[config.mk]
export PLATFORM = sky130hd
export DESIGN_NAME = ex_issue_flat
export DESIGN_NICKNAME = d
export VERILOG_FILES = /design/src/rtl/ex_pkg.sv /design/src/rtl/ex_issue_if.sv /design/src/rtl/ex_issue_decode.sv /design/src/rtl/ex_issue.sv /design/src/flat_wrapper.sv
export SDC_FILE = /design/constraint.sdc
export NUM_CORES = 1
export LEC_CHECK = 0
export ABC_AREA = 0
export CAP_MARGIN = 0
export CORE_MARGIN = 1.5
export CORE_UTILIZATION = 49
export CTS_BUF_LIST = sky130_fd_sc_hd__clkbuf_8
export DETAILED_ROUTE_END_ITERATION = 10
export GPL_TIMING_DRIVEN = 0
export PLACE_DENSITY = 0.84
export SLEW_MARGIN = 20
export SYNTH_ARGS = -nofsm -noshare
export SYNTH_HDL_FRONTEND = slang
export SYNTH_SLANG_ARGS = --single-unit
[constraint.sdc]
create_clock -name clk -period 1.95 [get_ports clk]
set_input_delay 0.195 -clock clk [delete_from_list [all_inputs] [get_ports clk]]
set_output_delay 0.195 -clock clk [all_outputs]
set_load 0.03 [all_outputs]
[src/rtl/ex_pkg.sv]
// Shared definitions for the execute-stage issue buffer: ALU op codes,
// RV32I major opcodes and the buffered entry format.
package ex_pkg;

  localparam logic [3:0] AND   = 4'b0000;
  localparam logic [3:0] OR    = 4'b0001;
  localparam logic [3:0] SUM   = 4'b0010;
  localparam logic [3:0] EQUAL = 4'b0011;
  localparam logic [3:0] SLL   = 4'b0100;
  localparam logic [3:0] SRL   = 4'b0101;
  localparam logic [3:0] SRA   = 4'b0111;
  localparam logic [3:0] XOR   = 4'b1000;
  localparam logic [3:0] NOR   = 4'b1001;
  localparam logic [3:0] SUB   = 4'b1010;
  localparam logic [3:0] GE    = 4'b1100;
  localparam logic [3:0] GEU   = 4'b1101;
  localparam logic [3:0] SLT   = 4'b1110;
  localparam logic [3:0] SLTU  = 4'b1111;

  localparam logic [6:0] OPC_LUI    = 7'b0110111;
  localparam logic [6:0] OPC_AUIPC  = 7'b0010111;
  localparam logic [6:0] OPC_JAL    = 7'b1101111;
  localparam logic [6:0] OPC_JALR   = 7'b1100111;
  localparam logic [6:0] OPC_LOAD   = 7'b0000011;
  localparam logic [6:0] OPC_STORE  = 7'b0100011;
  localparam logic [6:0] OPC_OP_IMM = 7'b0010011;
  localparam logic [6:0] OPC_OP     = 7'b0110011;
  localparam logic [6:0] OPC_BRANCH = 7'b1100011;

  typedef struct packed {
    logic [3:0]  op;
    logic [31:0] a;
    logic [31:0] b;
    logic        branch;
    logic        take_on_zero;
    logic        illegal;
  } issue_entry_t;

endpackage

[src/rtl/ex_issue_if.sv]
// Decode-to-ALU handshake bundle; slave is the issue buffer, master the driver/consumer side.
interface ex_issue_if;

  logic        in_valid;
  logic        in_ready;
  logic [6:0]  in_opcode;
  logic [2:0]  in_funct3;
  logic        in_funct7_5;
  logic [31:0] in_pc;
  logic [31:0] in_rs1;
  logic [31:0] in_rs2;
  logic [31:0] in_imm;

  logic        out_valid;
  logic        out_ready;
  logic [3:0]  out_alu_op;
  logic [31:0] out_alu_rs1;
  logic [31:0] out_alu_rs2;
  logic        out_branch;
  logic        out_take_on_zero;
  logic        out_illegal;

  modport slave (
    input  in_valid, in_opcode, in_funct3, in_funct7_5, in_pc, in_rs1, in_rs2, in_imm,
    output in_ready,
    output out_valid, out_alu_op, out_alu_rs1, out_alu_rs2, out_branch,
           out_take_on_zero, out_illegal,
    input  out_ready
  );

  modport master (
    output in_valid, in_opcode, in_funct3, in_funct7_5, in_pc, in_rs1, in_rs2, in_imm,
    input  in_ready,
    input  out_valid, out_alu_op, out_alu_rs1, out_alu_rs2, out_branch,
           out_take_on_zero, out_illegal,
    output out_ready
  );

endinterface

[src/rtl/ex_issue_decode.sv]
// Combinational RV32I field decode into ALU operands, op code and branch condition.
module ex_issue_decode
  import ex_pkg::*;
(
  input  logic [6:0]   opcode,
  input  logic [2:0]   funct3,
  input  logic         funct7_5,
  input  logic [31:0]  pc,
  input  logic [31:0]  rs1,
  input  logic [31:0]  rs2,
  input  logic [31:0]  imm,
  output issue_entry_t entry
);

  logic [3:0] arith_op;

  // Bit 30 only means SUB for register-register ops; for ADDI it is an immediate bit.
  always_comb begin
    arith_op = SUM;
    case (funct3)
      3'b000:  arith_op = (opcode == OPC_OP && funct7_5) ? SUB : SUM;
      3'b001:  arith_op = SLL;
      3'b010:  arith_op = SLT;
      3'b011:  arith_op = SLTU;
      3'b100:  arith_op = XOR;
      3'b101:  arith_op = funct7_5 ? SRA : SRL;
      3'b110:  arith_op = OR;
      default: arith_op = AND;
    endcase
  end

  always_comb begin
    entry = '0;
    case (opcode)
      OPC_LUI: begin
        entry.op = SUM;
        entry.b  = imm;
      end
      OPC_AUIPC: begin
        entry.op = SUM;
        entry.a  = pc;
        entry.b  = imm;
      end
      OPC_JAL, OPC_JALR: begin
        entry.op = SUM;
        entry.a  = pc;
        entry.b  = 32'd4;
      end
      OPC_LOAD, OPC_STORE: begin
        entry.op = SUM;
        entry.a  = rs1;
        entry.b  = imm;
      end
      OPC_OP_IMM: begin
        entry.op = arith_op;
        entry.a  = rs1;
        entry.b  = imm;
      end
      OPC_OP: begin
        entry.op = arith_op;
        entry.a  = rs1;
        entry.b  = rs2;
      end
      OPC_BRANCH: begin
        entry.a      = rs1;
        entry.b      = rs2;
        entry.branch = 1'b1;
        case (funct3)
          3'b000: begin
            entry.op           = SUB;
            entry.take_on_zero = 1'b1;
          end
          3'b001:  entry.op = SUB;
          3'b100:  entry.op = SLT;
          3'b101:  entry.op = GE;
          3'b110:  entry.op = SLTU;
          3'b111:  entry.op = GEU;
          default: begin
            entry         = '0;
            entry.illegal = 1'b1;
          end
        endcase
      end
      default: entry.illegal = 1'b1;
    endcase
  end

endmodule

[src/rtl/ex_issue.sv]
// Execute-stage issue buffer: decode, then a main + skid register pair so
// in_ready can be registered without losing throughput.
module ex_issue
  import ex_pkg::*;
#(
  parameter bit RESET_READY = 1'b1
) (
  input  logic        clk,
  input  logic        rst_n,
  input  logic        flush,
  ex_issue_if.slave   bus
);

  issue_entry_t dec;
  issue_entry_t main_q;
  issue_entry_t skid_q;
  logic         main_valid_q;
  logic         skid_valid_q;
  logic         in_ready_q;

  logic         accept;
  logic         main_free;
  logic         main_valid_d;
  logic         skid_valid_d;

  ex_issue_decode u_decode (
    .opcode   (bus.in_opcode),
    .funct3   (bus.in_funct3),
    .funct7_5 (bus.in_funct7_5),
    .pc       (bus.in_pc),
    .rs1      (bus.in_rs1),
    .rs2      (bus.in_rs2),
    .imm      (bus.in_imm),
    .entry    (dec)
  );

  // in_ready is low whenever the skid holds data, so accept and a pending skid never coincide.
  always_comb begin
    accept       = bus.in_valid & in_ready_q;
    main_free    = ~main_valid_q | bus.out_ready;
    main_valid_d = main_valid_q;
    skid_valid_d = skid_valid_q;
    if (main_free) begin
      main_valid_d = skid_valid_q | accept;
      skid_valid_d = 1'b0;
    end else if (accept) begin
      skid_valid_d = 1'b1;
    end
  end

  always_ff @(posedge clk or negedge rst_n) begin
    if (!rst_n) begin
      main_q       <= '0;
      skid_q       <= '0;
      main_valid_q <= 1'b0;
      skid_valid_q <= 1'b0;
      in_ready_q   <= RESET_READY;
    end else if (flush) begin
      main_valid_q <= 1'b0;
      skid_valid_q <= 1'b0;
      in_ready_q   <= 1'b1;
    end else begin
      main_valid_q <= main_valid_d;
      skid_valid_q <= skid_valid_d;
      in_ready_q   <= ~skid_valid_d;
      if (main_free) begin
        if (skid_valid_q)
          main_q <= skid_q;
        else if (accept)
          main_q <= dec;
      end else if (accept) begin
        skid_q <= dec;
      end
    end
  end

  assign bus.in_ready         = in_ready_q;
  assign bus.out_valid        = main_valid_q;
  assign bus.out_alu_op       = main_q.op;
  assign bus.out_alu_rs1      = main_q.a;
  assign bus.out_alu_rs2      = main_q.b;
  assign bus.out_branch       = main_q.branch;
  assign bus.out_take_on_zero = main_q.take_on_zero;
  assign bus.out_illegal      = main_q.illegal;

endmodule

[src/flat_wrapper.sv]
// flat-port wrapper written by rule: the top's interface ports become plain ports
module ex_issue_flat import ex_pkg::*;
#(
  parameter bit RESET_READY = 1'b1
)
  (clk, rst_n, flush, bus_in_valid, bus_in_opcode, bus_in_funct3, bus_in_funct7_5, bus_in_pc, bus_in_rs1, bus_in_rs2, bus_in_imm, bus_in_ready, bus_out_valid, bus_out_alu_op, bus_out_alu_rs1, bus_out_alu_rs2, bus_out_branch, bus_out_take_on_zero, bus_out_illegal, bus_out_ready);
  ex_issue_if bus_i ();
  input  logic clk;
  input  logic rst_n;
  input  logic flush;
  input wire logic [$bits(bus_i.in_valid)-1:0] bus_in_valid;
  input wire logic [$bits(bus_i.in_opcode)-1:0] bus_in_opcode;
  input wire logic [$bits(bus_i.in_funct3)-1:0] bus_in_funct3;
  input wire logic [$bits(bus_i.in_funct7_5)-1:0] bus_in_funct7_5;
  input wire logic [$bits(bus_i.in_pc)-1:0] bus_in_pc;
  input wire logic [$bits(bus_i.in_rs1)-1:0] bus_in_rs1;
  input wire logic [$bits(bus_i.in_rs2)-1:0] bus_in_rs2;
  input wire logic [$bits(bus_i.in_imm)-1:0] bus_in_imm;
  output wire logic [$bits(bus_i.in_ready)-1:0] bus_in_ready;
  output wire logic [$bits(bus_i.out_valid)-1:0] bus_out_valid;
  output wire logic [$bits(bus_i.out_alu_op)-1:0] bus_out_alu_op;
  output wire logic [$bits(bus_i.out_alu_rs1)-1:0] bus_out_alu_rs1;
  output wire logic [$bits(bus_i.out_alu_rs2)-1:0] bus_out_alu_rs2;
  output wire logic [$bits(bus_i.out_branch)-1:0] bus_out_branch;
  output wire logic [$bits(bus_i.out_take_on_zero)-1:0] bus_out_take_on_zero;
  output wire logic [$bits(bus_i.out_illegal)-1:0] bus_out_illegal;
  input wire logic [$bits(bus_i.out_ready)-1:0] bus_out_ready;
  assign bus_i.in_valid = bus_in_valid;
  assign bus_i.in_opcode = bus_in_opcode;
  assign bus_i.in_funct3 = bus_in_funct3;
  assign bus_i.in_funct7_5 = bus_in_funct7_5;
  assign bus_i.in_pc = bus_in_pc;
  assign bus_i.in_rs1 = bus_in_rs1;
  assign bus_i.in_rs2 = bus_in_rs2;
  assign bus_i.in_imm = bus_in_imm;
  assign bus_in_ready = bus_i.in_ready;
  assign bus_out_valid = bus_i.out_valid;
  assign bus_out_alu_op = bus_i.out_alu_op;
  assign bus_out_alu_rs1 = bus_i.out_alu_rs1;
  assign bus_out_alu_rs2 = bus_i.out_alu_rs2;
  assign bus_out_branch = bus_i.out_branch;
  assign bus_out_take_on_zero = bus_i.out_take_on_zero;
  assign bus_out_illegal = bus_i.out_illegal;
  assign bus_i.out_ready = bus_out_ready;
  ex_issue #(.RESET_READY(RESET_READY)) u_core (.clk(clk), .rst_n(rst_n), .flush(flush), .bus(bus_i));
endmodule
# Yosys cells after proc, flatten, opt, wreduce, memory -nomap -nowiden
# Index checks and enable logic that the tools add are counted.
[word_totals]
reg_bits = 145
input_bits = 144
word_cells = 73
[op_classes]
n_reduce_logical = 15
bitwise = 7
mux = 20
eq_ne = 16
[op_table]
columns = ["op", "n"]
rows = [
  ["71-bit two-way mux", 2],
  ["32-bit case mux with 4 select lines", 1],
  ["32-bit case mux with 3 select lines", 1],
  ["65-bit two-way mux", 1],
  ["4-bit case mux with 7 select lines", 1],
  ["7-bit by 6-bit == test with 1-bit output, second input constant", 3],
  ["7-bit == test, second input constant", 3],
  ["4-bit case mux with 5 select lines", 1],
  ["7-bit by 5-bit == test with 1-bit output, second input constant", 2],
  ["3-bit == test, second input constant", 4],
  ["4-bit case mux with 3 select lines", 1],
  ["6-bit OR reduction", 2],
  ["1-bit two-way mux", 8],
  ["8-bit OR reduction", 1],
  ["7-bit by 2-bit == test with 1-bit output, second input constant", 1],
  ["3-bit by 2-bit == test with 1-bit output, second input constant", 2],
  ["3-bit AND reduction", 2],
  ["2-bit OR reduction", 3],
  ["5-bit OR reduction", 1],
  ["2-bit two-way mux", 2],
  ["4-bit two-way mux", 1],
  ["1-bit inverter", 4],
  ["2-bit nonzero test", 2],
  ["4-bit OR reduction", 1],
  ["7 further kinds", 8],
]

# Depth between registers and ports, before layout
[logic_depth]
word_depth = 7
mapped_depth = 7
mapped_depth_nobuf = 4

# Hierarchy
# A second synthesis with hierarchy kept.
[unflattened]
cells_unflattened = 519
hier_area_um2 = 7582.3
[by_module_without_submodules]
columns = ["mod", "cells_each", "n_inst", "area_each_um2", "seq_area_each_um2"]
rows = [
  ["ex_issue", 390, 1, 6626.4, 3629.7],
  ["ex_issue_decode", 129, 1, 955.9, 0.0],
]

# Least setup slack after synthesis
# Ideal clock, no wire load.
[synth_path]
kind = "register to register"
from = "register u_core.in_ready_q (netlist: u_core.bus.in_ready)"
to = "register u_core.skid_q[69] (netlist bit)"
arrival_time_ns = 1.699
period_less_slack_ns = 1.836
path_stages_with_launch = 8
setup_time_ns = 0.136
n_path_buf = 3
slack_ns = 0.114
path_cell_list = "dfstp_2 > nand2_1 > or3_1 > clkbuf_1 > clkbuf_1 > clkbuf_1 > nand2_1 > o21ai_0"
[synth_between]
elab_chain_cells = 2
[synth_lines]
columns = ["item", "line_no", "text"]
rows = [
  ["from (decl)", "ex_issue.sv:19", "logic in_ready_q;"],
  ["from (signal assigned)", "ex_issue.sv:65", "in_ready_q <= ~skid_valid_d;"],
  ["1-bit bitwise AND", "ex_issue.sv:39", "accept = bus.in_valid & in_ready_q;"],
  ["3-bit AND reduction (no source line)", "--", ""],
  ["to (signal assigned)", "ex_issue.sv:54", "skid_q <= '0;"],
  ["to (signal assigned)", "ex_issue.sv:72", "skid_q <= dec;"],
  ["to (decl)", "ex_issue.sv:16", "issue_entry_t skid_q;"],
]
# No other way between the ends.
# A chain may end at the register's enable or synchronous reset.

# Final worst setup path
[layout_path]
from = "register u_core.in_ready_q (netlist: u_core.bus.in_ready)"
to = "output port bus_in_ready"
[layout_lines]
columns = ["item", "line_no", "text"]
rows = [
  ["to (decl)", "flat_wrapper.sv:19", "output wire logic [$bits(bus_i.in_ready)-1:0] bus_in_ready;"],
]
# No word-level cell between the ends.

==> out/qor.yml <==
setup_path:
  crit_path_cell_trace: "clkdlybuf4s50_1"
  worst-setup-path-type: "reg2out"
  worst_setup_path_endpoint: "bus_in_ready"
  slowest_delay_ns: 0.69
  cpLargestDelayFamily: "buffers and inverters"
  worstPathBufferInverterCount: 1
  worstPathRequired_ns: 1.75
  critPathLaunch: "u_core.bus.in_ready"
  timing.critical_path.arrival_ns: 1.70
  timing.rr.start: "u_core.bus.out_valid"
  end_kind: "output port"
  start_kind: "flip-flop"
  worst_path_max_delay_cell: "clkdlybuf4s50_1"
  reg2reg_depth: 6
  worstPathMaxFanout: 3
  cp.depth: 1
  critical_path.reg2reg.endpoint: "u_core.bus.out_alu_rs2[7]"
  flop_to_flop_setup_slack_ns: 0.10
routing:
  violation_count_after_the_first_detailed_route_iteration: 763
  route.antenna.remaining_nets: 0
  via_count: 7615
  route.final.wire_length_mm: 24.12
  wire_per_inst_um: 19.97
  drt-pass1-iter-count: 6
  vias_per_instance: 6.304
  drc: 0
global_route:
  grt.overflow.total: 0
  antenna_found_initial: 0
  grt_pass1_wl_mm: 38.87
  grtUsageTotal: 0.3126
  grt_start_max_net_pins: 93
  vias_in_the_first_global_route: 7508
logic_synthesis:
  synth_largest_area_cell: "dfrtp_1"
  synth_edf_count: 0
  synthFlopType: "dfrtp_1"
  post_synth.cell_area_avg_sq_um: 9.306
  synthesis.nets: 919
  synth_cell_types: 41
  synthesis.yosys.warnings: 0
  postSynthCellCount: 775
  netlist.area_leader.share: 0.4997
  synth_async_sr_flop_share: 1.000
  post_synth_main_area_contributors: "dfrtp_1, o211ai_1, o21ai_0"
  synth-seq-cells: 145
  synth.top_cells.by_count: "dfrtp_1, o211ai_1, nor2_1"
  synth_area_sq_um: 7212
  yosysMostFrequentCell: "dfrtp_1"
  synth-seq-area-share: 0.5033
power_and_ir_drop:
  power.density_nw_per_um2: 828.5
  swShare: 0.2925
  power_frac_seq: 0.423
  combinationalPowerShare: 0.231
  p_leak_nw: 3.907
  clock_network_fraction_of_design_power: 0.346
  p_int_mw: 6.004
  design_power_total_mw: 8.486
  peakVddDrop_mv: 0.4996
  power_switching_mw: 2.482
placed_design:
  io_buffers: 213
  place.detailed.instances: 1173
  detailed_place_hpwl_mm: 16.77
  finalWeightedCongestion: 0.8752
  place_area_sq_um: 9607
die:
  ioPinCount: 217
  floorplan.initialDensity: 0.4981
  design.die.area_sq_um: 15460
  floorplan_row_count: 44
  die_height_um: 124.3
  placeableCoreArea_sq_um: 14480
  fp.dieW_um: 124.3
clocking:
  cts_num_sinks: 145
  cts-buffers-inserted: 17
  clkTransAtPathRegs_ns: 0.08
  clock_tree_from_tritoncts: "yes"
  clock_latency_ns: 0.47
  cts_buffer_depth: 2
  htreeDepth: 4
  ctsRootBufferMaster: "clkbuf_8"
status:
  result_of_the_run: "finished, final reports clean"
sta:
  tightestPinTransition_ns: 0.6647
  rsz0062_at_grt: "true"
  timing_max_transition_violations_final: 0
  finalSetupViolCount: 0
  hold_ws_ns: 0.2251
  timing.max_slew.rel_slack: 0.5569
  timing.final.crit_period_ns: 1.891
  period_share: 0.9699
  final-hold-violation-count: 0
  fmaxAchievable_mhz: 528.7
  final_setup_skew_ns: 0.009116
cells_and_area:
  postLayoutCoreUtil: 0.7075
  finish.cell_count_without_fillers: 1208
  stdcell_area_sq_um: 10240
  flow.area_growth_from_synthesis_pct: 42.04
  post_route_cells_drive_above_1_share: 0.1113
  fin_nets: 1155
  n_antenna_cell: 0
run:
  timing.max_cap.violations: 0
min_path:
  class_of_the_most_critical_hold_timing_path: "in2async"
[sequential cells by signal (all words and copies together) (netlist names)]
name,count
u_core.bus.out_alu_rs2,32
u_core.bus.out_valid,1
u_core.bus.out_illegal,1
u_core.bus.out_take_on_zero,1
u_core.skid_q,71
u_core.bus.in_ready,1
u_core.bus.out_alu_op,4
u_core.skid_valid_q,1
u_core.bus.out_branch,1
u_core.bus.out_alu_rs1,32
[cells in the final DEF, fill, tap and decap left out, drive strengths merged, types with 34 or more instances in the layout]
master           n
a21oi           41
buf             34
clkbuf          75
clkdlybuf4s50  212
dfrtp          144
nand2           51
nand3           38
nor2            67
nor3            37
o211ai          72
o21ai           76
[worst register-to-register path, cell delays in order (launching register included)]
cell      delay (ns)
dfrtp_1         0.41
nor2b_1         0.14
buf_2           0.18
nor4_4          0.25
buf_4           0.16
buf_1           0.39
a211oi_1        0.16
[worst min path at each step]
stage	from	to	slack, ns	cells past startpoint
CTS	bus_in_funct3[2]	u_core.skid_q[1]	0.20	4
finish	rst_n	u_core.bus.out_alu_rs2[6]	0.23	2
global route	bus_in_funct3[2]	u_core.skid_q[1]	0.27	4
floorplan	rst_n	u_core.bus.out_alu_op[0]	-0.10	0
global placement	u_core.skid_q[2]	u_core.skid_q[2]	0.46	2
detailed placement	rst_n	u_core.bus.out_alu_rs2[6]	0.14	1
[cell type report]
cell class	count	area [sq um]
Buffer	83	417.9
Clock buffer	19	261.5
Clock inverter	13	231.5
Fill cell	1146	4235
Inverter	5	18.77
Multi-Input combinational cell	539	3242
Sequential cell	145	3630
Tap cell	184	230.2
Timing Repair Buffer	220	2212
[routing by layer]
metal  global-route usage  part of all wire
met5                    0                 0
met4               0.1569             0.046
met3              0.06916             0.082
met2               0.4609              0.46
met1               0.4362              0.42
[stage by stage]
| step | setup slack (ns) | setup TNS [ns] |
|---|---|---|
| finish | 0.05866 | 0 |
| global route | -0.003417 | -0.006623 |
| CTS | 0.006631 | 0 |
| detailed placement | -0.7186 | -65.35 |
| global placement | -5.204 | -816.46 |
| floorplan | 0.1145 | 0 |
[cell families (layout without fill, tap and decap cells)]
| kind of cell | Yosys count | after routing | synth area share |
|---|---|---|---|
| simple gates | 246 | 246 | 0.1768 |
| flops | 145 | 145 | 0.5033 |
| mux | 1 | 1 | 0.001388 |
| compound gates | 292 | 292 | 0.2661 |
| buf+inv | 91 | 340 | 0.05240 |
[power groups by stage]
stage | combinational [mW] | clock, mW | sequential [mW]
floorplan | 0.625 | 0 | 3.96
global placement | 1.88 | 0 | 3.62
detailed placement | 1.92 | 0 | 3.64
CTS | 1.94 | 2.93 | 3.58
global route | 2.09 | 3.06 | 3.63
finish | 1.96 | 2.94 | 3.59
[what timing repair did]
item                                   4_1_cts  5_1_grt
endpoints found under the hold margin       53        0
pin swaps                                    1        1
resized for setup                           29       54
buffers inserted                             3        2
setup endpoints to repair                  134      128
hold buffers                                 1        0
cloned                                       0        0
Note: power is estimated with default switching activity, not from simulation.
